File: config.mk
export PLATFORM = sky130hd
export DESIGN_NAME = div_arbiter_flat
export DESIGN_NICKNAME = d
export VERILOG_FILES = /design/src/rtl/div_arbiter_if.sv /design/src/rtl/div_arbiter.sv /design/src/flat_wrapper.sv
export SDC_FILE = /design/constraint.sdc
export NUM_CORES = 1
export LEC_CHECK = 0
export ABC_CLOCK_PERIOD_IN_PS = 8700
export CORE_AREA = 2 2 79 96
export CTS_BUF_LIST = sky130_fd_sc_hd__clkbuf_16
export DETAILED_ROUTE_END_ITERATION = 6
export DIE_AREA = 0 0 81 98
export PLACE_DENSITY = 0.93
export SLEW_MARGIN = 20
export SYNTH_ARGS = -nofsm -noshare
export SYNTH_HDL_FRONTEND = slang
export SYNTH_SLANG_ARGS = --single-unit
export TNS_END_PERCENT = 50
File: constraint.sdc
create_clock -name clk -period 8.7 [get_ports clk]
set_input_delay 1.74 -clock clk [delete_from_list [all_inputs] [get_ports clk]]
set_output_delay 1.74 -clock clk [all_outputs]
set_load 0.005 [all_outputs]
File: src/rtl/div_arbiter_if.sv
// div_arbiter_if: bundles the client-side request/response bus and the
// divider-side operand/status bus of div_arbiter.
//
// Handshake: requester i raises req[i] with its operands stable on
// dividend_in/divisor_in. ack[i] pulses for one cycle once those operands
// are captured, after which req[i] may drop. done[i] pulses for one cycle
// while resp_id, q_out, r_out, ov_out, dbz_out and err_out carry its result.
// Toward the divider, div_start pulses once per operation with
// div_dividend/div_divisor stable around it; div_ready low means computing,
// high means idle or result valid.
interface div_arbiter_if #(
    parameter int N_REQ = 4
);
    // client side
    logic [N_REQ-1:0]    req;
    logic [10*N_REQ-1:0] dividend_in;
    logic [5*N_REQ-1:0]  divisor_in;
    logic [N_REQ-1:0]    ack;
    logic [N_REQ-1:0]    done;
    logic [2:0]          resp_id;
    logic [4:0]          q_out;
    logic [4:0]          r_out;
    logic                ov_out;
    logic                dbz_out;
    logic                err_out;
    logic                busy;

    // divider side
    logic                div_start;
    logic [9:0]          div_dividend;
    logic [4:0]          div_divisor;
    logic [4:0]          div_q;
    logic [4:0]          div_r;
    logic                div_ready;
    logic                div_ov;
    logic                div_dbz;

    // arbiter view
    modport slave (
        input  req, dividend_in, divisor_in,
        input  div_q, div_r, div_ready, div_ov, div_dbz,
        output ack, done, resp_id, q_out, r_out, ov_out, dbz_out, err_out, busy,
        output div_start, div_dividend, div_divisor
    );

    // clients plus divider view
    modport master (
        output req, dividend_in, divisor_in,
        output div_q, div_r, div_ready, div_ov, div_dbz,
        input  ack, done, resp_id, q_out, r_out, ov_out, dbz_out, err_out, busy,
        input  div_start, div_dividend, div_divisor
    );
endinterface

File: src/rtl/div_arbiter.sv
// div_arbiter: round-robin arbiter/sequencer sharing one 10-by-5 divider
// between N_REQ requesters. One operation at a time:
// IDLE (arbitrate) -> ISSUE (start pulse) -> SETTLE -> WAIT (div_ready) -> DONE.
//
// Optional feature: define DIV_ARB_TIMEOUT_EN to bound WAIT to TIMEOUT
// cycles; on expiry the operation completes with err_out=1 and zeroed
// results. Without it WAIT is unbounded and err_out is constant 0.
//
// state_dbg exposes the FSM state encoding:
//   0 IDLE, 1 ISSUE, 2 SETTLE, 3 WAIT, 4 DONE.
module div_arbiter #(
    parameter int N_REQ   = 4,
    parameter int TIMEOUT = 255
) (
    input  logic         clk,
    input  logic         rst,        // asynchronous, active low
    div_arbiter_if.slave bus,
    output logic [2:0]   state_dbg
);

    typedef enum logic [2:0] {
        S_IDLE   = 3'd0,
        S_ISSUE  = 3'd1,
        S_SETTLE = 3'd2,
        S_WAIT   = 3'd3,
        S_DONE   = 3'd4
    } state_t;

    state_t           state;
    state_t           state_nx;

    // arbitration
    logic [2:0]       ptr;
    logic [2:0]       grant_id;
    logic [2:0]       pick_id;
    logic             pick_valid;
    logic [3:0]       cand;
    logic [7:0]       req_pad;

    // sequencing strobes
    logic             grant_go;
    logic             start_go;
    logic             take_result;
    logic             take_abort;
    logic             issued;
    logic             timed_out;

    // registered outputs
    logic [N_REQ-1:0] ack_r;
    logic [N_REQ-1:0] done_r;
    logic             start_r;
    logic [9:0]       dividend_r;
    logic [4:0]       divisor_r;
    logic [2:0]       resp_id_r;
    logic [4:0]       q_r;
    logic [4:0]       r_r;
    logic             ov_r;
    logic             dbz_r;

    // Padding req to 8 bits lets a 3-bit index address it for any N_REQ.
    assign req_pad = 8'(bus.req);

    // Pick the first requester at or after ptr, wrapping; scanning from the
    // far end lets the closest one overwrite the others.
    always_comb begin
        pick_valid = 1'b0;
        pick_id    = 3'd0;
        cand       = 4'd0;
        for (int i = N_REQ - 1; i >= 0; i--) begin
            cand = {1'b0, ptr} + 4'(i);
            if (cand >= 4'(N_REQ)) begin
                cand = cand - 4'(N_REQ);
            end
            if (req_pad[cand[2:0]]) begin
                pick_valid = 1'b1;
                pick_id    = cand[2:0];
            end
        end
    end

`ifdef DIV_ARB_TIMEOUT_EN
    logic [7:0] wait_cnt;
    logic       err_r;

    // WAIT-cycle counter: held at zero outside WAIT, so it starts from zero
    // on every entry to WAIT.
    always_ff @(posedge clk or negedge rst) begin
        if (!rst) begin
            wait_cnt <= 8'd0;
        end else if (state == S_WAIT) begin
            wait_cnt <= wait_cnt + 8'd1;
        end else begin
            wait_cnt <= 8'd0;
        end
    end

    // The abort fires in the TIMEOUT-th WAIT cycle.
    assign timed_out = ((wait_cnt + 8'd1) == 8'(TIMEOUT));

    // Error flag: set by an abort, cleared by a real result.
    always_ff @(posedge clk or negedge rst) begin
        if (!rst) begin
            err_r <= 1'b0;
        end else if (take_abort) begin
            err_r <= 1'b1;
        end else if (take_result) begin
            err_r <= 1'b0;
        end
    end

    assign bus.err_out = err_r;
`else
    // TIMEOUT is non-negative, so this is constant low: WAIT has no bound.
    assign timed_out   = (TIMEOUT < 0);
    assign bus.err_out = 1'b0;
`endif

    // FSM state register.
    always_ff @(posedge clk or negedge rst) begin
        if (!rst) begin
            state <= S_IDLE;
        end else begin
            state <= state_nx;
        end
    end

    // Next-state logic and single-cycle strobes for the datapath.
    // ISSUE spends two cycles: the first registers div_start, the second
    // presents it to the divider, so the pulse is a clean flop output.
    always_comb begin
        state_nx    = state;
        grant_go    = 1'b0;
        start_go    = 1'b0;
        take_result = 1'b0;
        take_abort  = 1'b0;
        case (state)
            S_IDLE: begin
                if (pick_valid) begin
                    grant_go = 1'b1;
                    state_nx = S_ISSUE;
                end
            end
            S_ISSUE: begin
                if (!issued) begin
                    start_go = 1'b1;
                end else begin
                    state_nx = S_SETTLE;
                end
            end
            S_SETTLE: begin
                state_nx = S_WAIT;
            end
            S_WAIT: begin
                if (bus.div_ready) begin
                    take_result = 1'b1;
                    state_nx    = S_DONE;
                end else if (timed_out) begin
                    take_abort  = 1'b1;
                    state_nx    = S_DONE;
                end
            end
            S_DONE: begin
                state_nx = S_IDLE;
            end
            default: begin
                state_nx = S_IDLE;
            end
        endcase
    end

    // Datapath: grant capture, start pulse, result capture and done pulse.
    always_ff @(posedge clk or negedge rst) begin
        if (!rst) begin
            ptr        <= 3'd0;
            grant_id   <= 3'd0;
            issued     <= 1'b0;
            ack_r      <= '0;
            done_r     <= '0;
            start_r    <= 1'b0;
            dividend_r <= 10'd0;
            divisor_r  <= 5'd0;
            resp_id_r  <= 3'd0;
            q_r        <= 5'd0;
            r_r        <= 5'd0;
            ov_r       <= 1'b0;
            dbz_r      <= 1'b0;
        end else begin
            ack_r   <= '0;
            done_r  <= '0;
            start_r <= 1'b0;

            if (grant_go) begin
                grant_id   <= pick_id;
                issued     <= 1'b0;
                ack_r      <= N_REQ'(1) << pick_id;
                dividend_r <= bus.dividend_in[int'(pick_id)*10 +: 10];
                divisor_r  <= bus.divisor_in[int'(pick_id)*5 +: 5];
                ptr        <= (pick_id == 3'(N_REQ - 1)) ? 3'd0 : pick_id + 3'd1;
            end

            if (start_go) begin
                start_r <= 1'b1;
                issued  <= 1'b1;
            end

            if (take_result) begin
                q_r       <= bus.div_q;
                r_r       <= bus.div_r;
                ov_r      <= bus.div_ov;
                dbz_r     <= bus.div_dbz;
                resp_id_r <= grant_id;
                done_r    <= N_REQ'(1) << grant_id;
            end

            if (take_abort) begin
                q_r       <= 5'd0;
                r_r       <= 5'd0;
                ov_r      <= 1'b0;
                dbz_r     <= 1'b0;
                resp_id_r <= grant_id;
                done_r    <= N_REQ'(1) << grant_id;
            end
        end
    end

    assign bus.ack          = ack_r;
    assign bus.done         = done_r;
    assign bus.div_start    = start_r;
    assign bus.div_dividend = dividend_r;
    assign bus.div_divisor  = divisor_r;
    assign bus.resp_id      = resp_id_r;
    assign bus.q_out        = q_r;
    assign bus.r_out        = r_r;
    assign bus.ov_out       = ov_r;
    assign bus.dbz_out      = dbz_r;
    assign bus.busy         = (state != S_IDLE);
    assign state_dbg        = state;

endmodule

File: src/flat_wrapper.sv
// flat-port wrapper written by rule: the top's interface ports become plain ports
module div_arbiter_flat 
#(
    parameter int N_REQ   = 4,
    parameter int TIMEOUT = 255
)
  (clk, rst, state_dbg, bus_req, bus_dividend_in, bus_divisor_in, bus_div_q, bus_div_r, bus_div_ready, bus_div_ov, bus_div_dbz, bus_ack, bus_done, bus_resp_id, bus_q_out, bus_r_out, bus_ov_out, bus_dbz_out, bus_err_out, bus_busy, bus_div_start, bus_div_dividend, bus_div_divisor);
  div_arbiter_if #(.N_REQ(N_REQ)) bus_i ();
  input  logic clk;
  input  logic rst;
  output logic [2:0] state_dbg;
  input wire logic [$bits(bus_i.req)-1:0] bus_req;
  input wire logic [$bits(bus_i.dividend_in)-1:0] bus_dividend_in;
  input wire logic [$bits(bus_i.divisor_in)-1:0] bus_divisor_in;
  input wire logic [$bits(bus_i.div_q)-1:0] bus_div_q;
  input wire logic [$bits(bus_i.div_r)-1:0] bus_div_r;
  input wire logic [$bits(bus_i.div_ready)-1:0] bus_div_ready;
  input wire logic [$bits(bus_i.div_ov)-1:0] bus_div_ov;
  input wire logic [$bits(bus_i.div_dbz)-1:0] bus_div_dbz;
  output wire logic [$bits(bus_i.ack)-1:0] bus_ack;
  output wire logic [$bits(bus_i.done)-1:0] bus_done;
  output wire logic [$bits(bus_i.resp_id)-1:0] bus_resp_id;
  output wire logic [$bits(bus_i.q_out)-1:0] bus_q_out;
  output wire logic [$bits(bus_i.r_out)-1:0] bus_r_out;
  output wire logic [$bits(bus_i.ov_out)-1:0] bus_ov_out;
  output wire logic [$bits(bus_i.dbz_out)-1:0] bus_dbz_out;
  output wire logic [$bits(bus_i.err_out)-1:0] bus_err_out;
  output wire logic [$bits(bus_i.busy)-1:0] bus_busy;
  output wire logic [$bits(bus_i.div_start)-1:0] bus_div_start;
  output wire logic [$bits(bus_i.div_dividend)-1:0] bus_div_dividend;
  output wire logic [$bits(bus_i.div_divisor)-1:0] bus_div_divisor;
  assign bus_i.req = bus_req;
  assign bus_i.dividend_in = bus_dividend_in;
  assign bus_i.divisor_in = bus_divisor_in;
  assign bus_i.div_q = bus_div_q;
  assign bus_i.div_r = bus_div_r;
  assign bus_i.div_ready = bus_div_ready;
  assign bus_i.div_ov = bus_div_ov;
  assign bus_i.div_dbz = bus_div_dbz;
  assign bus_ack = bus_i.ack;
  assign bus_done = bus_i.done;
  assign bus_resp_id = bus_i.resp_id;
  assign bus_q_out = bus_i.q_out;
  assign bus_r_out = bus_i.r_out;
  assign bus_ov_out = bus_i.ov_out;
  assign bus_dbz_out = bus_i.dbz_out;
  assign bus_err_out = bus_i.err_out;
  assign bus_busy = bus_i.busy;
  assign bus_div_start = bus_i.div_start;
  assign bus_div_dividend = bus_i.div_dividend;
  assign bus_div_divisor = bus_i.div_divisor;
  div_arbiter #(.N_REQ(N_REQ), .TIMEOUT(TIMEOUT)) u_core (.clk(clk), .rst(rst), .bus(bus_i), .state_dbg(state_dbg));
endmodule
==> results, run 1 <==
- The initial utilization of the core area, before any placement, comes to 46.1%.
- The via-per-instance ratio is 5.59.
- Summed over all nets, wire length on met3 after detailed routing comes to 399 µm.
- The largest single stage delay on the critical path is 940 ps.
- In this run the tightest slew margin relative to its limit is 31.6%.
- For this design, the CTS-stage hold fixing added 0 buffers.
- The setup path with the least slack is of type input pin to register.
- The HPWL after detailed placement is 6170 µm.
- The synthesized instance count is 338.
- The xor/xnor cell area share of the yosys netlist is 0.269%.
- The worst setup path is captured at a register.
- The arrival time at the worst endpoint is 4940 ps.
- After Yosys synthesis, full adders, half adders and majority gates account for 0.769% of the synthesized area.
- Counting instances, the worst hold path has a depth of 1.
- The total placed instance area is 0.00442 mm².
- The overall track demand over capacity in global routing is 22.0%.
- In this run the tool buffered the top-level ports with 121 buffer cells.
- The total iterations of the first detailed-routing run is 4.
- Setup repair after global routing left no endpoint under its margin.
- The highest layer touched by signal routing is met4.
- The yosys synthesis warning count is 0.
- The fraction of layout instances using a drive strength above 1 is 12.8%.
- The detail route stage leaves a number of antenna-violating nets equal to 0.
- Measured along the x axis, the die boundary spans 81 µm.
- The final worst clock skew is 2.99 ps.
- 123 I/O pins were placed.
- In the detailed route, the total length drawn on met2 is 4420 µm.
- The path depth of the worst reg2reg path is 8.
- Derived from the worst setup path, the maximum achievable clock frequency is 210 MHz.
- The synthesized-area fraction occupied by ao, oa, aoi and oai cells is 23.1%.
- The wire length of the first global-routing pass is 13,800 µm.
- Summed over all layers, the routed wires come to 8470 µm.
- From synthesis to final layout, the design area changed by 40.1%.
- The initial antenna violation count is 0.
- Clock tree synthesis selected as its root buffer the cell clkbuf_16.
- The number of hold violations in the final report was 0.
- At the pin with the least slew margin, the transition time is 1030 ps.
- The most frequently used flop master after synthesis is dfrtp_1.
- The area of all placed cells without fillers is 0.00456 mm².
- The fraction of synthesis flops using an asynchronous set or reset pin is 100%.
- The floorplan step defined a die boundary enclosing 0.00794 mm².
- The net total in the final layout is 517.
- In the layout the commonest cells are 120 x clkdlybuf4s50_1, 48 x dfrtp_1, 46 x nand2_1, 34 x nor2b_1, 22 x a21oi_1.
- The total of cells resized after clock tree synthesis is 0.
- The worst path in the final design needs a cycle of 4750 ps, including I/O delays and setup.
- The number of rows created at floorplan is 34.
- Of all nets on the critical path, the largest fanout is 17.
- The multi-input gate area in the final layout is 0.00183 mm².
- The type of the worst min-delay path is register to register.
- Setup violations remaining at the end of the flow were counted as 0.
- Multiplexer cells account for 8.57% of the synthesized area.
- Walking the worst path, the cells encountered are clkdlybuf4s50_1 > mux2i_1 > a2111oi_4 > and2_0 > a221o_1 > a21oi_1 > a221oi_1.
- The flow ran to the end, and the final reports show no timing, DRC or antenna violations.
- The post-synthesis area per instance is 9.63 µm².
- The standard cell with the maximum stage delay on the critical path is a2111oi_4.
- The DRC violations left is 0.
- Counting along the longest clock path gives a buffer depth of 2.
- Yosys mapped a number of flops with a built-in enable equal to 0.
- The number of nets produced by synthesis is 419.
- The last weighted congestion value of the routability-driven placer is 0.834.
- The via count of the first global-routing pass is 2,894.
- The leakage power is 1.83 nW.
- Summing over every cut layer, the via total after detailed routing is 2,945.
- The number of inserted diodes is 0.
- The share of the clock period used by the worst path after layout is 54.6%.
- The simple-gate share of the synthesized area is 23.0%.
- After clock tree synthesis, the clock-pin slew on the worst setup and hold paths is 60 ps.
- The CTS buffer count is 5.
- The launching element type of the critical path is an input pin.
- The floorplan step set the die height to 98 µm.
- The first routing iteration left 121 violations.
- Summed over all layers, the global routing overflow is 0.
- The largest family of logic cells by synthesized area is compound AO/OA/AOI/OAI gates.
- In the final layout, flip-flops and latches occupy 0.00123 mm².
- Counting the fill cells in the layout gives 585.
- Dividing total power by cell area gives a power density of 323 mW/mm².
- The tree built by TritonCTS fans out to 49 sinks.
- Synthesis inferred 49 register bits.
- In this run the number of H-tree levels came out at 2.
- The cell area after synthesis is 0.00326 mm².
- The clock network latency to the later pin of the worst-skew pair is 280 ps.
- Summing the sequential cell areas from Yosys gives 37.7% of the chip area.
- The CTS tree is built.
- STA puts the critical path data required time at 8880 ps.
- The region available for standard cell placement spans 0.00706 mm².
- The unique cell type count in the Yosys netlist is 48.
- The detailed-route wire length on metal 1 is 3480 µm.
- The commonest non-fill, non-tap cell in the layout is clkdlybuf4s50_1.
- Entering global routing, the biggest net connects 55 pins.
- The summed negative setup slack over all endpoints is 0 ps.
- The average wire per standard cell is 16.1 µm.
- Across the VDD grid, the largest voltage drop is 0.206 mV.
- Across the run, the number of max-cap violations was 0.
- The number of pins exceeding their max-slew limit in the final report came to 0.
- After clock tree synthesis, the setup repair step added 0 buffers.
layout make-up:
class / instances / share of cell area (%)
Multi-Input combinational cell: 250 / 40.2
Clock inverter: 3 / 0.411
Sequential cell: 49 / 26.9
Inverter: 8 / 0.658
Timing Repair Buffer: 122 / 26.7
Clock buffer: 5 / 2.74
Tap cell: 90 / 2.47
state kept, by name, summed over array words and instances (netlist names):
signal                   cells
u_core.grant_id              3
u_core.bus.ack               4
u_core.bus.div_start         1
u_core.ptr                   3
u_core.bus.done              4
u_core.bus.resp_id           3
u_core.bus.div_dividend     10
u_core.bus.ov_out            1
u_core.bus.q_out             5
u_core.bus.r_out             5
u_core.issued                1
u_core.bus.div_divisor       5
u_core.bus.dbz_out           1
u_core.state_dbg             3
worst paths after layout:
| kind | start | endpoint | slack, ps |
|---|---|---|---|
| hold / removal | u_core.grant_id[1] | u_core.bus.done[1] | 470 |
| setup / recovery | bus_req[1] | u_core.bus.div_dividend[3] | 3950 |
| setup reg to reg | u_core.ptr[0] | u_core.bus.div_dividend[3] | 4150 |
| max in group asynchronous | rst | u_core.ptr[0] | 6790 |
| hold reg to reg | u_core.grant_id[1] | u_core.bus.done[1] | 470 |
| min in group asynchronous | rst | u_core.state_dbg[0] | 1470 |
stage by stage:
step | util [%] | hold WS [ps] | setup slack, ps | instances | total power, mW
after CTS | 64.6 | 467 | 3950 | 527 | 1.48
final | 64.6 | 473 | 3950 | 527 | 1.47
after global routing | 64.6 | 491 | 3680 | 527 | 1.59
after detailed placement | 62.5 | 453 | 3630 | 519 | 1.29
after floorplan | - | 435 | 5200 | 338 | 1.02
after global placement | 62.5 | 445 | 3810 | 519 | 1.26
layer usage:
metal	global-route usage (%)	up-vias
met2	37.8	96
met1	27.3	1396
met4	9.00	0
met3	3.14	15
li1	-	1438
met5	0	-
kinds of logic after synthesis:
logic type | Yosys count
DFF | 49
AOI/OAI and AO/OA | 84
other | 1
muxes | 23
and+or+nand+nor | 139
buffers and inverters | 39
adders and majority gates | 2
xor gates and xnor gates | 1
synthesized netlist by cell type (3+ instances only):
library cell | number | share of area [%]
nor2b_1 | 35 | 6.7
o21ai_0 | 7 | 1.1
mux2_2 | 16 | 5.5
nand2_1 | 46 | 5.3
a221o_1 | 15 | 4.6
nor2_1 | 21 | 2.4
inv_1 | 8 | 0.92
buf_2 | 7 | 1.1
mux2i_1 | 4 | 1.2
dfrtp_1 | 49 | 38
and2_1 | 3 | 0.58
a221oi_2 | 10 | 4.6
a221oi_1 | 5 | 1.3
nor4_1 | 4 | 0.77
buf_6 | 5 | 1.7
a211oi_1 | 9 | 2.1
a21oi_1 | 22 | 3.4
a211oi_2 | 8 | 3.1
clkbuf_1 | 14 | 1.6
nor4b_1 | 17 | 4.6
worst max-delay path, delay by kind of cell:
| family | cells | cell delay, ps |
|---|---|---|
| simple gates | 1 | 820 |
| buf+inv | 1 | 640 |
| compound gates | 4 | 1540 |
| mux | 1 | 180 |
power breakdown:
group	total (mW)	switching, mW	internal, mW
combinational	0.866	0.428	0.438
clock	0.184	0.0791	0.105
sequential	0.423	0.0995	0.324
total	1.47	0.607	0.867
Note: power is estimated with default switching activity, not from simulation.
==> run 2: changes to the inputs <==
Settings changed: ABC_CLOCK_PERIOD_IN_PS 8700 to 4100, CORE_AREA 2 2 79 96 to 2 2 86 104, DIE_AREA 0 0 81 98 to 0 0 88 106, PLACE_DENSITY 0.93 to 0.84.
Clock period 8.7 ns to 4.1 ns, I/O delays scaled along.
==> run 2 against run 1 <==
Compared with the run above:
- worst hold slack gained 3.8 ps
- global-route usage shrank 3.4 points
- setup slack got worse by 3200 ps
- critical path type is now register to register
- critical endpoint is now u_core.bus.div_dividend[9]
==> results, run 2 (same netlist as run 1, synthesis figures left out) <==
- The flow ran to the end, and the final reports show no timing, DRC or antenna violations.
- The total grt overflow is 0 (unchanged).
- The number of ports placed on the die boundary came to 123 (unchanged).
- The sum of net half-perimeters after detailed placement came to 6610 µm (+7.1%).
- The buffer count from post-CTS setup fixing was 0 (unchanged).
- Setup repair after global routing left no endpoint under its margin.
- The number of hold violations in the final report is 0 (unchanged).
- The max-capacitance violation count is 0 (unchanged).
- The slack of the worst reg-to-reg path is 740 ps (-3410 ps).
- The overall track demand over capacity in global routing was 18.6% (-3.4 points).
- The number of setup violations in the final report is 0 (unchanged).
- The type of the worst setup path is register to register.
- STA classifies the critical path endpoint as a register.
- The post-route antenna net violation count is 0 (unchanged).
- The via count of the first global-routing pass is 2,930 (+1.2%).
- The maximum clock insertion buffer count came to 2 (unchanged).
- The instance count along the most critical hold path was 2 (+1).
- The pin count of the biggest net entering global routing was 54 (-1.8%).
- The power per standard cell area was 687 mW/mm² (+110%).
- The required time at the worst-slack endpoint is 4230 ps (-4650 ps).
- The final worst clock skew is 8.06 ps (+5.07 ps).
- The transition time at the pin with the least slew margin came to 890 ps (-136 ps).
- Compared with the post-synthesis result, the final layout area differs by 42.4%.
- The CTS buffer count is 5 (unchanged).
- The net total in the final layout is 523 (+1.2%).
- The total wire length after detailed routing is 8960 µm (+5.8%).
- The total power of the final layout is 3.19 mW (+120%).
- The placeable core area is 0.00838 mm² (+19%).
- The critical register-to-register path startpoint is u_core.ptr[1].
- The fraction of layout instances using a drive strength above 1 came to 13.5% (+0.73 points).
- The critical register-to-register path endpoint is u_core.bus.div_dividend[9].
- The initial core utilization is 38.9% (-7.2 points).
- The clock network latency to the later pin of the worst-skew pair is 280 ps (about the same).
- The number of inserted diodes came to 0 (unchanged).
- The path depth of the worst reg2reg path is 8 (unchanged).
- The number of rows created at floorplan is 37 (+8.8%).
- The violation count after the first detailed-route iteration is 126 (+4.1%).
- The total of cells resized after clock tree synthesis was 0 (unchanged).
- The commonest non-fill, non-tap cell in the layout is clkdlybuf4s50_1.
- For the finished layout, the period the worst path requires is 3360 ps.
- The initial antenna violation count came to 0 (unchanged).
- The DRC violations left is 0 (unchanged).
- The total iterations of the first detailed-routing run is 4 (unchanged).
- The wire length of the first global-routing pass is 14,000 µm (+1.5%).
- The die footprint is 0.00933 mm² (+18%).
- The launching element type of the critical path is a register.
- The path with the worst hold slack has its endpoint at u_core.bus.resp_id[2].
- The number of pins exceeding their max-slew limit in the final report is 0 (unchanged).
- The hold-fix buffer count after cts was 0 (unchanged).
- The flip-flop count of the largest register, all copies and words added is 10 (unchanged).
- The count of buffers inserted at the top-level ports is 121 (unchanged).
- The type of the worst min-delay path is register to register.
- The post-CTS clock slew at the launch and capture registers of the worst setup and hold paths is 70 ps (about the same).
- For this run, the top clock speed supported by timing is 298 MHz.
- The critical path startpoint is u_core.ptr[1].
- The leakage power is 1.86 nW (+1.9%).
- The width of the die is 88 µm (+8.6%).
- The die extent in y is 106 µm (+8.2%).
- The worst hold path startpoint is u_core.bus.resp_id[2].
- The top cell types in the final layout, fill and taps aside, are 120 x clkdlybuf4s50_1, 49 x dfrtp_1, 46 x nand2_1, 34 x nor2b_1, 22 x a21oi_1.
- The max-slew headroom at the worst pin is 40.7% (+9.0 points).
- The depth of the CTS H-tree was 2 (unchanged).
- The last weighted congestion value of the routability-driven placer was 0.839 (+0.59%).
- The share of the clock period used by the worst path after layout is 81.9%.
- TritonCTS built the clock tree.
- The CTS sink count is 49 (unchanged).
- The via total after detailed routing came to 3,012 (+2.3%).
- The maximum ir drop on the vdd rail was 0.364 mV (+77%).
- The clock tree root driver cell is clkbuf_16.
- The summed negative setup slack over all endpoints came to 0 ps (unchanged).
- The maximum fanout along the worst path was 33 (+16).
- The average wire per standard cell is 16.0 µm (-0.42%).
- The via-per-instance ratio was 5.38 (-3.8%).
- The arrival time at the worst endpoint is 3480 ps (-1460 ps).
==> run 2: cell count changes in the layout (fill, tap and decap cells not counted), sizes merged <==
cell      delta
clkinvlp     -2
buf          +6
inv          -1
clkinv       +3
==> run 2: stage by stage <==
| step | cell area, µm² | util [%] | hold WS, ps | setup WS (ps) | cells |
|---|---|---|---|---|---|
| floorplan | 3260 | - | 435 | 1280 | 338 |
| global placement | 4490 | 53.6 | 445 | 739 | 552 |
| detailed placement | 4490 | 53.6 | 462 | 627 | 552 |
| CTS | 4630 | 55.3 | 477 | 791 | 560 |
| global route | 4640 | 55.3 | 490 | 572 | 560 |
| finish | 4640 | 55.3 | 476 | 744 | 560 |
==> run 2: routing by layer <==
metal | vias to the layer above | track usage (%) | share of wire [%]
met2 | 122 | 32.4 | 49
met1 | 1427 | 23.7 | 42
met4 | 0 | 4.62 | 1.8
met3 | 15 | 3.18 | 7.2
met5 | - | 0 | 0
li1 | 1448 | - | -
==> run 2: layout make-up <==
class / count / area, µm²
Sequential cell: 49 / 1230
Clock buffer: 5 / 125
Tap cell: 117 / 146
Inverter: 8 / 30.0
Timing Repair Buffer: 128 / 1260
Multi-Input combinational cell: 250 / 1830
Clock inverter: 3 / 17.5
Fill cell: 746 / 3740
==> run 2: worst max-delay path by stage <==
stage | end
floorplan | u_core.bus.div_dividend[5]
global placement | u_core.bus.div_dividend[9]
detailed placement | u_core.bus.div_dividend[9]
CTS | u_core.bus.div_dividend[9]
global route | u_core.bus.div_dividend[9]
finish | u_core.bus.div_dividend[9]
==> run 2: report_power, final <==
part,leakage [nW],total (mW),switching (mW),internal (mW)
clock network,0.0712,0.391,0.167,0.224
registers,0.606,0.830,0.143,0.687
logic,1.18,1.96,1.01,0.959
==> run 2: worst max-delay path: stages, from the launching register on <==
cell and delay [ps]:
dfrtp_1 590, inv_1 90, ha_1 550, mux2_2 400, o21ai_0 260, o32a_2 640
nor2b_1 110, a211oi_1 420, a221oi_2 120
